### config.mk
export PLATFORM = sky130hd
export DESIGN_NAME = div_share_arb
export DESIGN_NICKNAME = d
export VERILOG_FILES = /design/src/rtl/div_arb_pkg.sv /design/src/rtl/div_share_arb_rr_pick.sv /design/src/rtl/div_share_arb.sv
export SDC_FILE = /design/constraint.sdc
export NUM_CORES = 1
export LEC_CHECK = 0
export BUFFER_PORTS_ARGS = -buffer_cell sky130_fd_sc_hd__buf_2
export CAP_MARGIN = 20
export CORE_AREA = 4 4 358 360
export CTS_BUF_LIST = sky130_fd_sc_hd__clkbuf_4 sky130_fd_sc_hd__clkbuf_8
export DETAILED_ROUTE_END_ITERATION = 10
export DIE_AREA = 0 0 362 364
export PLACE_DENSITY = 0.3
export SLEW_MARGIN = 30
export SYNTH_ARGS = -nofsm -noshare
export SYNTH_HDL_FRONTEND = slang
export SYNTH_HIERARCHICAL = 1
export SYNTH_SLANG_ARGS = --single-unit
### constraint.sdc
create_clock -name clk -period 4.4 [get_ports clk]
set_input_delay 0 -clock clk [delete_from_list [all_inputs] [get_ports clk]]
set_output_delay 0 -clock clk [all_outputs]
set_load 0.005 [all_outputs]
### src/rtl/div_arb_pkg.sv
// div_arb_pkg: shared definitions for the divider-sharing arbiter.
//   arb_state_t : FSM state encoding (3 bits).
//   DIV_ZERO_Q  : all-ones quotient returned for a bypassed divide-by-zero.
//                 It is declared wide and sliced to N bits by the user.
package div_arb_pkg;

    typedef enum logic [2:0] {
        ST_IDLE  = 3'd0,
        ST_CLR   = 3'd1,
        ST_START = 3'd2,
        ST_BUSY  = 3'd3,
        ST_RSP   = 3'd4
    } arb_state_t;

    localparam int DIV_Q_MAX_W = 1024;

    // Slice as DIV_ZERO_Q[N-1:0] to get an N-bit all-ones quotient.
    localparam logic [DIV_Q_MAX_W-1:0] DIV_ZERO_Q = '1;

endpackage

### src/rtl/div_share_arb_rr_pick.sv
// rr_pick: combinational circular priority picker.
//   req      [NREQ-1:0] : pending requests
//   last     [IDW-1:0]  : index of the previous winner
//   grant    [NREQ-1:0] : one-hot winner, first set bit strictly after last
//   grant_id [IDW-1:0]  : binary index of the winner
//   any                 : at least one request pending
module rr_pick #(
    parameter int NREQ = 4,
    parameter int IDW  = 2
) (
    input  logic [NREQ-1:0] req,
    input  logic [IDW-1:0]  last,
    output logic [NREQ-1:0] grant,
    output logic [IDW-1:0]  grant_id,
    output logic            any
);

    logic           found;
    logic [IDW-1:0] idx;

    // Visit offsets 1..NREQ from last; offset NREQ is last itself, so a lone
    // requester that won the previous round still gets picked.
    always_comb begin
        grant    = '0;
        grant_id = '0;
        found    = 1'b0;
        idx      = '0;
        for (int k = 1; k <= NREQ; k++) begin
            idx = IDW'((32'(last) + 32'(k)) % NREQ);
            if (!found && req[idx]) begin
                found      = 1'b1;
                grant[idx] = 1'b1;
                grant_id   = idx;
            end
        end
    end

    assign any = |req;

endmodule

### src/rtl/div_share_arb.sv
// div_share_arb: round-robin arbiter/sequencer sharing one multi-cycle divider
// among NREQ requesters.
//
// Optional feature: define DIV_ZERO_BYPASS_EN to answer divisor==0 requests
// directly (quotient all ones, remainder = dividend[M-1:0]) without using
// the divider.
//
// Ports:
//   clk, rst (async, active low)
//   req_valid/req_ready       : per-requester request and one-hot grant pulse
//   req_dividend/req_divisor  : packed operands, requester i at [i*N +: N]
//   rsp_valid/rsp_ready       : result handshake
//   rsp_id/rsp_quotient/rsp_remainder : result and owner
//   busy                      : high whenever the FSM is not in IDLE
//   div_clr/div_start         : divider clear level and start pulse
//   div_dividend/div_divisor  : latched operands to the divider
//   div_quotient/div_remainder/div_done : divider results (done is a level)
module div_share_arb
    import div_arb_pkg::*;
#(
    parameter  int NREQ = 4,
    parameter  int N    = 64,
    parameter  int M    = 64,
    localparam int IDW  = $clog2(NREQ)
) (
    input  logic              clk,
    input  logic              rst,
    input  logic [NREQ-1:0]   req_valid,
    output logic [NREQ-1:0]   req_ready,
    input  logic [NREQ*N-1:0] req_dividend,
    input  logic [NREQ*N-1:0] req_divisor,
    output logic              rsp_valid,
    input  logic              rsp_ready,
    output logic [IDW-1:0]    rsp_id,
    output logic [N-1:0]      rsp_quotient,
    output logic [M-1:0]      rsp_remainder,
    output logic              busy,
    output logic              div_clr,
    output logic              div_start,
    output logic [N-1:0]      div_dividend,
    output logic [N-1:0]      div_divisor,
    input  logic [N-1:0]      div_quotient,
    input  logic [M-1:0]      div_remainder,
    input  logic              div_done
);

    arb_state_t      state;
    logic [IDW-1:0]  last_ptr;
    logic            arm;

    logic [NREQ-1:0] pick_grant;
    logic [IDW-1:0]  pick_id;
    logic            pick_any;
    logic            grant_fire;

    logic [N-1:0]    dividend_arr [NREQ];
    logic [N-1:0]    divisor_arr  [NREQ];
    logic [N-1:0]    sel_dividend;
    logic [N-1:0]    sel_divisor;

    genvar gi;
    generate
        for (gi = 0; gi < NREQ; gi++) begin : g_unpack
            assign dividend_arr[gi] = req_dividend[gi*N +: N];
            assign divisor_arr[gi]  = req_divisor[gi*N +: N];
        end
    endgenerate

    rr_pick #(
        .NREQ (NREQ),
        .IDW  (IDW)
    ) u_pick (
        .req      (req_valid),
        .last     (last_ptr),
        .grant    (pick_grant),
        .grant_id (pick_id),
        .any      (pick_any)
    );

    assign sel_dividend = dividend_arr[pick_id];
    assign sel_divisor  = divisor_arr[pick_id];

    // arm is low while rst is asserted (and for the first cycle after), so a
    // grant pulse can never appear while the FSM is unable to take operands.
    assign grant_fire = (state == ST_IDLE) && arm && pick_any;
    assign req_ready  = grant_fire ? pick_grant : '0;

    always_ff @(posedge clk or negedge rst) begin
        if (!rst) begin
            state         <= ST_IDLE;
            last_ptr      <= IDW'(NREQ - 1);
            arm           <= 1'b0;
            rsp_valid     <= 1'b0;
            rsp_id        <= '0;
            rsp_quotient  <= '0;
            rsp_remainder <= '0;
            busy          <= 1'b0;
            div_clr       <= 1'b1;
            div_start     <= 1'b0;
            div_dividend  <= '0;
            div_divisor   <= '0;
        end else begin
            arm       <= 1'b1;
            // Clear and start are single-cycle pulses; states raise them.
            div_clr   <= 1'b0;
            div_start <= 1'b0;
            case (state)
                ST_IDLE: begin
                    if (grant_fire) begin
                        last_ptr     <= pick_id;
                        rsp_id       <= pick_id;
                        div_dividend <= sel_dividend;
                        div_divisor  <= sel_divisor;
                        busy         <= 1'b1;
`ifdef DIV_ZERO_BYPASS_EN
                        if (sel_divisor == '0) begin
                            rsp_quotient  <= DIV_ZERO_Q[N-1:0];
                            rsp_remainder <= sel_dividend[M-1:0];
                            rsp_valid     <= 1'b1;
                            state         <= ST_RSP;
                        end else begin
                            div_clr <= 1'b1;
                            state   <= ST_CLR;
                        end
`else
                        div_clr <= 1'b1;
                        state   <= ST_CLR;
`endif
                    end
                end
                ST_CLR: begin
                    div_start <= 1'b1;
                    state     <= ST_START;
                end
                ST_START: begin
                    state <= ST_BUSY;
                end
                ST_BUSY: begin
                    // done can only be fresh here: CLR wiped the old level.
                    if (div_done) begin
                        rsp_quotient  <= div_quotient;
                        rsp_remainder <= div_remainder;
                        rsp_valid     <= 1'b1;
                        state         <= ST_RSP;
                    end
                end
                ST_RSP: begin
                    if (rsp_ready) begin
                        rsp_valid <= 1'b0;
                        busy      <= 1'b0;
                        state     <= ST_IDLE;
                    end
                end
                default: begin
                    rsp_valid <= 1'b0;
                    busy      <= 1'b0;
                    state     <= ST_IDLE;
                end
            endcase
        end
    end

endmodule
==> metrics.txt, run 1 <==
Worst EP required=4.94 ns; drc violations=0; fin cells=3956; GRT overflow=0; final wirelength=76000 um; row cnt=130; Post-Syn Nets=1464; placed insts=3335; Tcrit/Tclk final=0.943; Reg2Reg Depth=11; hold wc startpoint=div_quotient[3]; # IOs=914; number of enable flip-flop cells after synthesis=0; Cells after Synth=808; multiplexer share of the synthesized area=0.434; unrepaired setup endpoints after global routing=false; CTS clk-pin slew, worst paths=0.05 ns; leading cell type in the layout, fill and taps excluded=buf_2; setup TNS=0 ns; status=complete, no violations; relative slew slack=0.269; 1st-iter DRT viols=577; R2R Setup Slk=0.25 ns; Die Wd=362 um; Clk pwr share=0.172; Port Buffers=913; sequential share of the synthesized area=0.496; Worst R2R Start=last_ptr[0]$_DFFE_PN1P_; vias=13600; drt first pass iters=5; Post-synth ARST share=1.00; dpl cell area=0.0201 mm2; startpoint types=flip-flop; routability congestion estimate=0.901; Critical Path Fanout Max=29; TritonCTS Buffers=57; min Tclk post-route=4.15 ns; hold path depth=3; vias per cell=3.45; H-tree levels=2; final setup vio count=0; Internal=10.4 mW; clock skew=0.0348 ns; vias in the first global route=15300; xor and xnor area share after synthesis=0; Synth Area in Compound Gates=0.0150; dominant synthesized flop cell=dfrtp_1; Worst-Margin Slew=1.10 ns; Hold EP=rsp_quotient[3]$_DFFE_PN0P_; initial antenna violation count=29; Synth warnings=6; nets=2914; clock buffer depth=3; synthesized area per cell=16.7 um2; Yosys cell types=43; reg2reg end=div_divisor[58]$_DFFE_PN0P_; Routed Antenna Nets=0; Sw Share=0.341; FF+latch count, synth=268; net switching power=5.38 mW; worst hold path class=input port to flip-flop; routed wire length per instance=19.2 um; Cell Area, Synth=0.0135 mm2; clock latency at the later pin of the worst-skew pair=0.69 ns; Worst Path Arrival=4.69 ns; largest net degree at the start of global routing=117; clock tree root driver cell=clkbuf_8; critical path capture point type=flip-flop; overall global routing resource usage=0.110; Leakage=11.8 nW; simple-gate share of the synthesized area=0.0178; Adder-Cell Fraction of Synth Area=0.00740; fin. max-slew vios=0; Core Region=0.125 mm2; hold slack final=0.122 ns; fill cell count=13700; sequential fraction of design power=0.284; PwrDens=598 mW/mm2; logic gate share of total power=0.545; share of post-route cells with drive strength above 1=0.626; post-DP HPWL=60700 um; final number of hold-violating endpoints=0; CTS tree=yes; Sink Count=268; Initial Util=0.108; Max Cap Viol=0; Die Y=364 um; Fmax=241 MHz; fin area=0.0264 mm2; die area=0.132 mm2; Setup CP Type=flip-flop to flip-flop; Max VDD drop=0.251 mV; largest family of logic cells by synthesized area=multiplexers; global-route wire length before repair=106000 um; area added between synthesis and finish=95.1%; most frequent cells in the layout=buf_2 (912), dlygate4sd3_1 (513), dfrtp_1 (265)
-- worst max-delay path by stage --
stage | start | endpoint | slack [ns]
after floorplan | last_ptr[0]$_DFFE_PN1P_ | div_dividend[0]$_DFFE_PN0P_ | 1.08
after global placement | last_ptr[0]$_DFFE_PN1P_ | div_dividend[37]$_DFFE_PN0P_ | 0.59
after detailed placement | last_ptr[0]$_DFFE_PN1P_ | div_divisor[29]$_DFFE_PN0P_ | 0.53
after CTS | last_ptr[0]$_DFFE_PN1P_ | div_divisor[58]$_DFFE_PN0P_ | 0.04
after global routing | last_ptr[0]$_DFFE_PN1P_ | div_divisor[58]$_DFFE_PN0P_ | 0.01
final | last_ptr[0]$_DFFE_PN1P_ | div_divisor[58]$_DFFE_PN0P_ | 0.25
-- critical path, cell delays in order (launching register included) --
cell and delay (ns):
dfstp_4 0.73, inv_1 0.16, ha_2 0.48, nor2b_1 0.11
a22oi_1 0.20, o211ai_1 0.15, a21oi_4 0.22, buf_12 0.23
buf_12 0.28, mux4_2 0.53, dlygate4sd3_1 0.57, mux2_2 0.26
-- power by group through the flow --
stage / Clock, mW / Sequential [mW] / Combinational (mW)
final: 2.71 / 4.48 / 8.60
after global routing: 2.98 / 4.66 / 9.25
after CTS: 2.90 / 4.50 / 8.80
after detailed placement: 0 / 4.51 / 7.47
after global placement: 0 / 4.50 / 7.43
after floorplan: 0 / 4.50 / 4.26
-- synthesized netlist by cell type (all sizes together) (2+ instances only) --
cell    number  area [um2]
mux2       261        2940
mux4       130        2930
buf         51         337
nand2       16        60.1
a221o        4        40.0
o21ai        9        45.0
o211ai       2        15.0
nor3         3        15.0
dfstp        3        78.8
clkbuf      13        50.0
nand2b       2        12.5
a221oi       2        23.8
nor3b        3        22.5
ha           8         100
nor2         7        26.3
dfrtp      265        6630
and2         4        25.0
a21oi        2        10.0
inv          3        11.3
nor2b        3        18.8
-- cells by family (layout without fill, tap and decap cells) --
family          count (synthesis)  in the layout
mux                           392            392
buf+inv                        67           1548
compound gates                 26             26
flops                         268            268
simple gates                   46             46
fa+ha+maj                       8              8
other cells                     1             18
-- cell type report --
cell class              instances  area, um2  share of cell area
clock buffers                  85       1040              0.0393
multi-input cells             473       6460               0.245
repair buffers               1455      10000               0.380
well taps                    1650       2060              0.0782
clock inverters                 5       37.5             0.00142
inverters                       3       11.3            0.000426
flip-flops and latches        268       6710               0.254
diodes                         17       42.5             0.00161
-- stage by stage --
step	util	power, mW	setup slack (ns)
6_report	0.211	15.8	0.250
5_1_grt	0.211	16.9	0.0124
4_1_cts	0.211	16.2	0.0441
3_5_place_dp	0.161	12.0	0.531
3_3_place_gp	0.161	11.9	0.586
2_1_floorplan	-	8.76	1.08
-- routing by layer --
metal	up-vias	wire, um	track usage
met4	10	2750	0.0515
met1	6830	27600	0.117
met3	140	6180	0.0381
met2	603	39300	0.195
met5	-	68	0
li1	6062	-	-
-- flip-flops by register name, indices dropped and copies added, names as in the netlist, 2 cells and up --
name and count:
rsp_remainder 64, state 3, div_divisor 64, rsp_id 2, last_ptr 2, div_dividend 64, rsp_quotient 64
-- what timing repair did --
item,CTS,global route
hold endpoints to repair,526,0
setup buffers,0,0
setup endpoints to repair,0,94
resized for setup,0,2
hold buffers,514,0
Power figures use the tool's default switching activity.
==> run 2, diff against run 1 <==
==> constraint.sdc (replaced) <==
create_clock -name clk -period 4 [get_ports clk]
set_input_delay 0 -clock clk [delete_from_list [all_inputs] [get_ports clk]]
set_output_delay 0 -clock clk [all_outputs]
set_load 0.005 [all_outputs]
==> metrics.txt, run 2 (synthesized netlist as in run 1, its figures left out) <==
Max Cap Viol=0 (unchanged); share of post-route cells with drive strength above 1=0.589 (-0.0376); die area=0.132 mm2 (unchanged); PwrDens=604 mW/mm2 (+1.0%); Leakage=12.7 nW (+7.6%); Initial Util=0.108 (unchanged); fill cell count=13400 (-2.0%); Worst-Margin Slew=0.738 ns (-0.358 ns); vias in the first global route=16700 (+9.3%); H-tree levels=2 (unchanged); routability congestion estimate=0.907 (+0.65%); status=complete, no violations; vias per cell=3.49 (+1.1%); vias=14500 (+6.1%); leading cell type in the layout, fill and taps excluded=buf_2; Port Buffers=913 (unchanged); Die Y=364 um (unchanged); fin cells=4154 (+5.0%); row cnt=130 (unchanged); met3 WL=6360 um (+2.9%); met2 routed WL=41300 um (+5.1%); startpoint types=flip-flop; final number of hold-violating endpoints=0 (unchanged); global-route wire length before repair=112000 um (+5.9%); fin. max-slew vios=0 (unchanged); Tcrit/Tclk final=0.955 (+0.0121); Sw Share=0.348 (+0.00728); net switching power=5.98 mW (+11%); Max VDD drop=0.272 mV (+8.2%); routed wire length per instance=19.2 um (about the same); CP cell instances=inv_1 > ha_2 > nor2b_1 > a22oi_1 > o211ai_1 > a21oi_4 > buf_4 > buf_12 > mux4_2 > dlygate4sd3_1 > mux2_2; post-DP HPWL=61900 um (+2.1%); R2R Setup Slk=0.18 ns (-0.07 ns); Critical Path Fanout Max=17 (-41%); Tot Pwr=17.2 mW (+8.8%); Clk pwr share=0.191 (+0.019); final core utilization=0.227 (+0.0163); drc violations=0 (unchanged); 1st-iter DRT viols=516 (-11%); sequential fraction of design power=0.286 (+0.002); unrepaired setup endpoints after global routing=false; # IOs=914 (unchanged); initial antenna violation count=43 (+48%); final setup vio count=0 (unchanged); clock latency at the later pin of the worst-skew pair=0.68 ns (about the same); Routed Antenna Nets=0 (unchanged); Sink Count=268 (unchanged); min Tclk post-route=3.82 ns (-0.329 ns); nets=3098 (+6.3%); TritonCTS Buffers=56 (-1.8%); Fmax=262 MHz (+8.6%); clock buffer depth=3 (unchanged); area added between synthesis and finish=110%; DR top layer=met5; Die Wd=362 um (unchanged); relative slew slack=0.508 (+0.238); Internal=11.2 mW (+7.6%); largest net degree at the start of global routing=86 (-26%); most frequent cells in the layout=buf_2 (912), dlygate4sd3_1 (681), dfrtp_1 (265); logic gate share of total power=0.523 (-0.022); M1 WL=29200 um (+5.6%); GRT overflow=0 (unchanged); Worst Path Arrival=4.37 ns (-0.32 ns); drt first pass iters=4 (-1); Core Region=0.125 mm2 (unchanged); Setup CP Type=flip-flop to flip-flop; placed insts=3349 (+0.42%); CTS clk-pin slew, worst paths=0.06 ns (about the same); critical path capture point type=flip-flop; overall global routing resource usage=0.115 (+0.00523); setup TNS=0 ns (unchanged); final wirelength=79800 um (+5.1%); worst hold path class=input port to flip-flop; clock skew=0.0216 ns (-0.0131 ns); CTS tree=yes; CP max-delay cell=dfstp_2; clock tree root driver cell=clkbuf_8; Worst EP required=4.55 ns (-0.39 ns); slowest stage delay, CP=0.63 ns (-0.10 ns)
==> run 2: cell count changes in the layout (fill, tap and decap cells not counted), sizes merged, moves of 2 or more <==
cell / change
clkinv: +2
buf: +16
clkbuf: +13
dlygate4sd3: +168
==> run 2: worst max-delay path, delay by kind of cell (launching register included) <==
family | cells | cell delay, ns
AOI/OAI and AO/OA | 3 | 0.54
adders and majority gates | 1 | 0.50
buffers and inverters | 4 | 1.07
DFF | 1 | 0.63
muxes | 2 | 0.82
and+or+nand+nor | 1 | 0.12
==> run 2: stage by stage <==
stage	hold WS [ns]	worst slack, ns	instance area, um2
finish	0.101	0.179	28400
CTS	0.000419	0.00441	28400
global placement	0.121	0.359	20300
global route	0.0223	0.0343	28400
detailed placement	0.125	0.347	20300
floorplan	-0.296	0.678	13500
==> run 2: layout make-up <==
| type | count | area [um2] | area share |
|---|---|---|---|
| clock buffers | 97 | 1170 | 0.0410 |
| clock inverters | 7 | 75.1 | 0.00264 |
| diodes | 16 | 40.0 | 0.00141 |
| well taps | 1650 | 2060 | 0.0726 |
| flip-flops and latches | 268 | 6710 | 0.236 |
| repair buffers | 1640 | 11900 | 0.419 |
| inverters | 3 | 11.3 | 0.000396 |
| multi-input cells | 473 | 6460 | 0.227 |
==> run 2: routing by layer <==
layer	GRT usage	vias to the layer above
li1	-	6452
met1	0.125	7218
met2	0.211	632
met3	0.0321	167
met4	0.0448	12
met5	0	-
==> run 2: final timing paths <==
path                                              startpoint                             to  cells after the start
worst max-delay path                 last_ptr[1]$_DFFE_PN1P_   div_dividend[19]$_DFFE_PN0P_                     11
worst min-delay path                       div_remainder[26]  rsp_remainder[26]$_DFFE_PN0P_                      3
worst max register to register       last_ptr[1]$_DFFE_PN1P_   div_dividend[19]$_DFFE_PN0P_                     11
worst min register to register  rsp_quotient[27]$_DFFE_PN0P_   rsp_quotient[27]$_DFFE_PN0P_                      1
max in group asynchronous                                rst   rsp_quotient[14]$_DFFE_PN0P_                      4
min in group asynchronous                                rst    div_dividend[3]$_DFFE_PN0P_                      4
==> run 2: power groups by stage <==
stage / Sequential [mW] / Combinational [mW] / Clock (mW)
2_1_floorplan: 4.95 / 4.69 / 0
4_1_cts: 4.93 / 9.13 / 3.50
3_3_place_gp: 4.94 / 8.34 / 0
3_5_place_dp: 4.94 / 8.39 / 0
6_report: 4.90 / 8.99 / 3.28
5_1_grt: 5.09 / 9.69 / 3.58
==> run 2: repair_timing <==
action	4_1_cts	5_1_grt
resized for setup	0	1
hold buffers	682	0
setup buffers	0	2
endpoints found under the hold margin	469	0
setup endpoints to repair	0	18
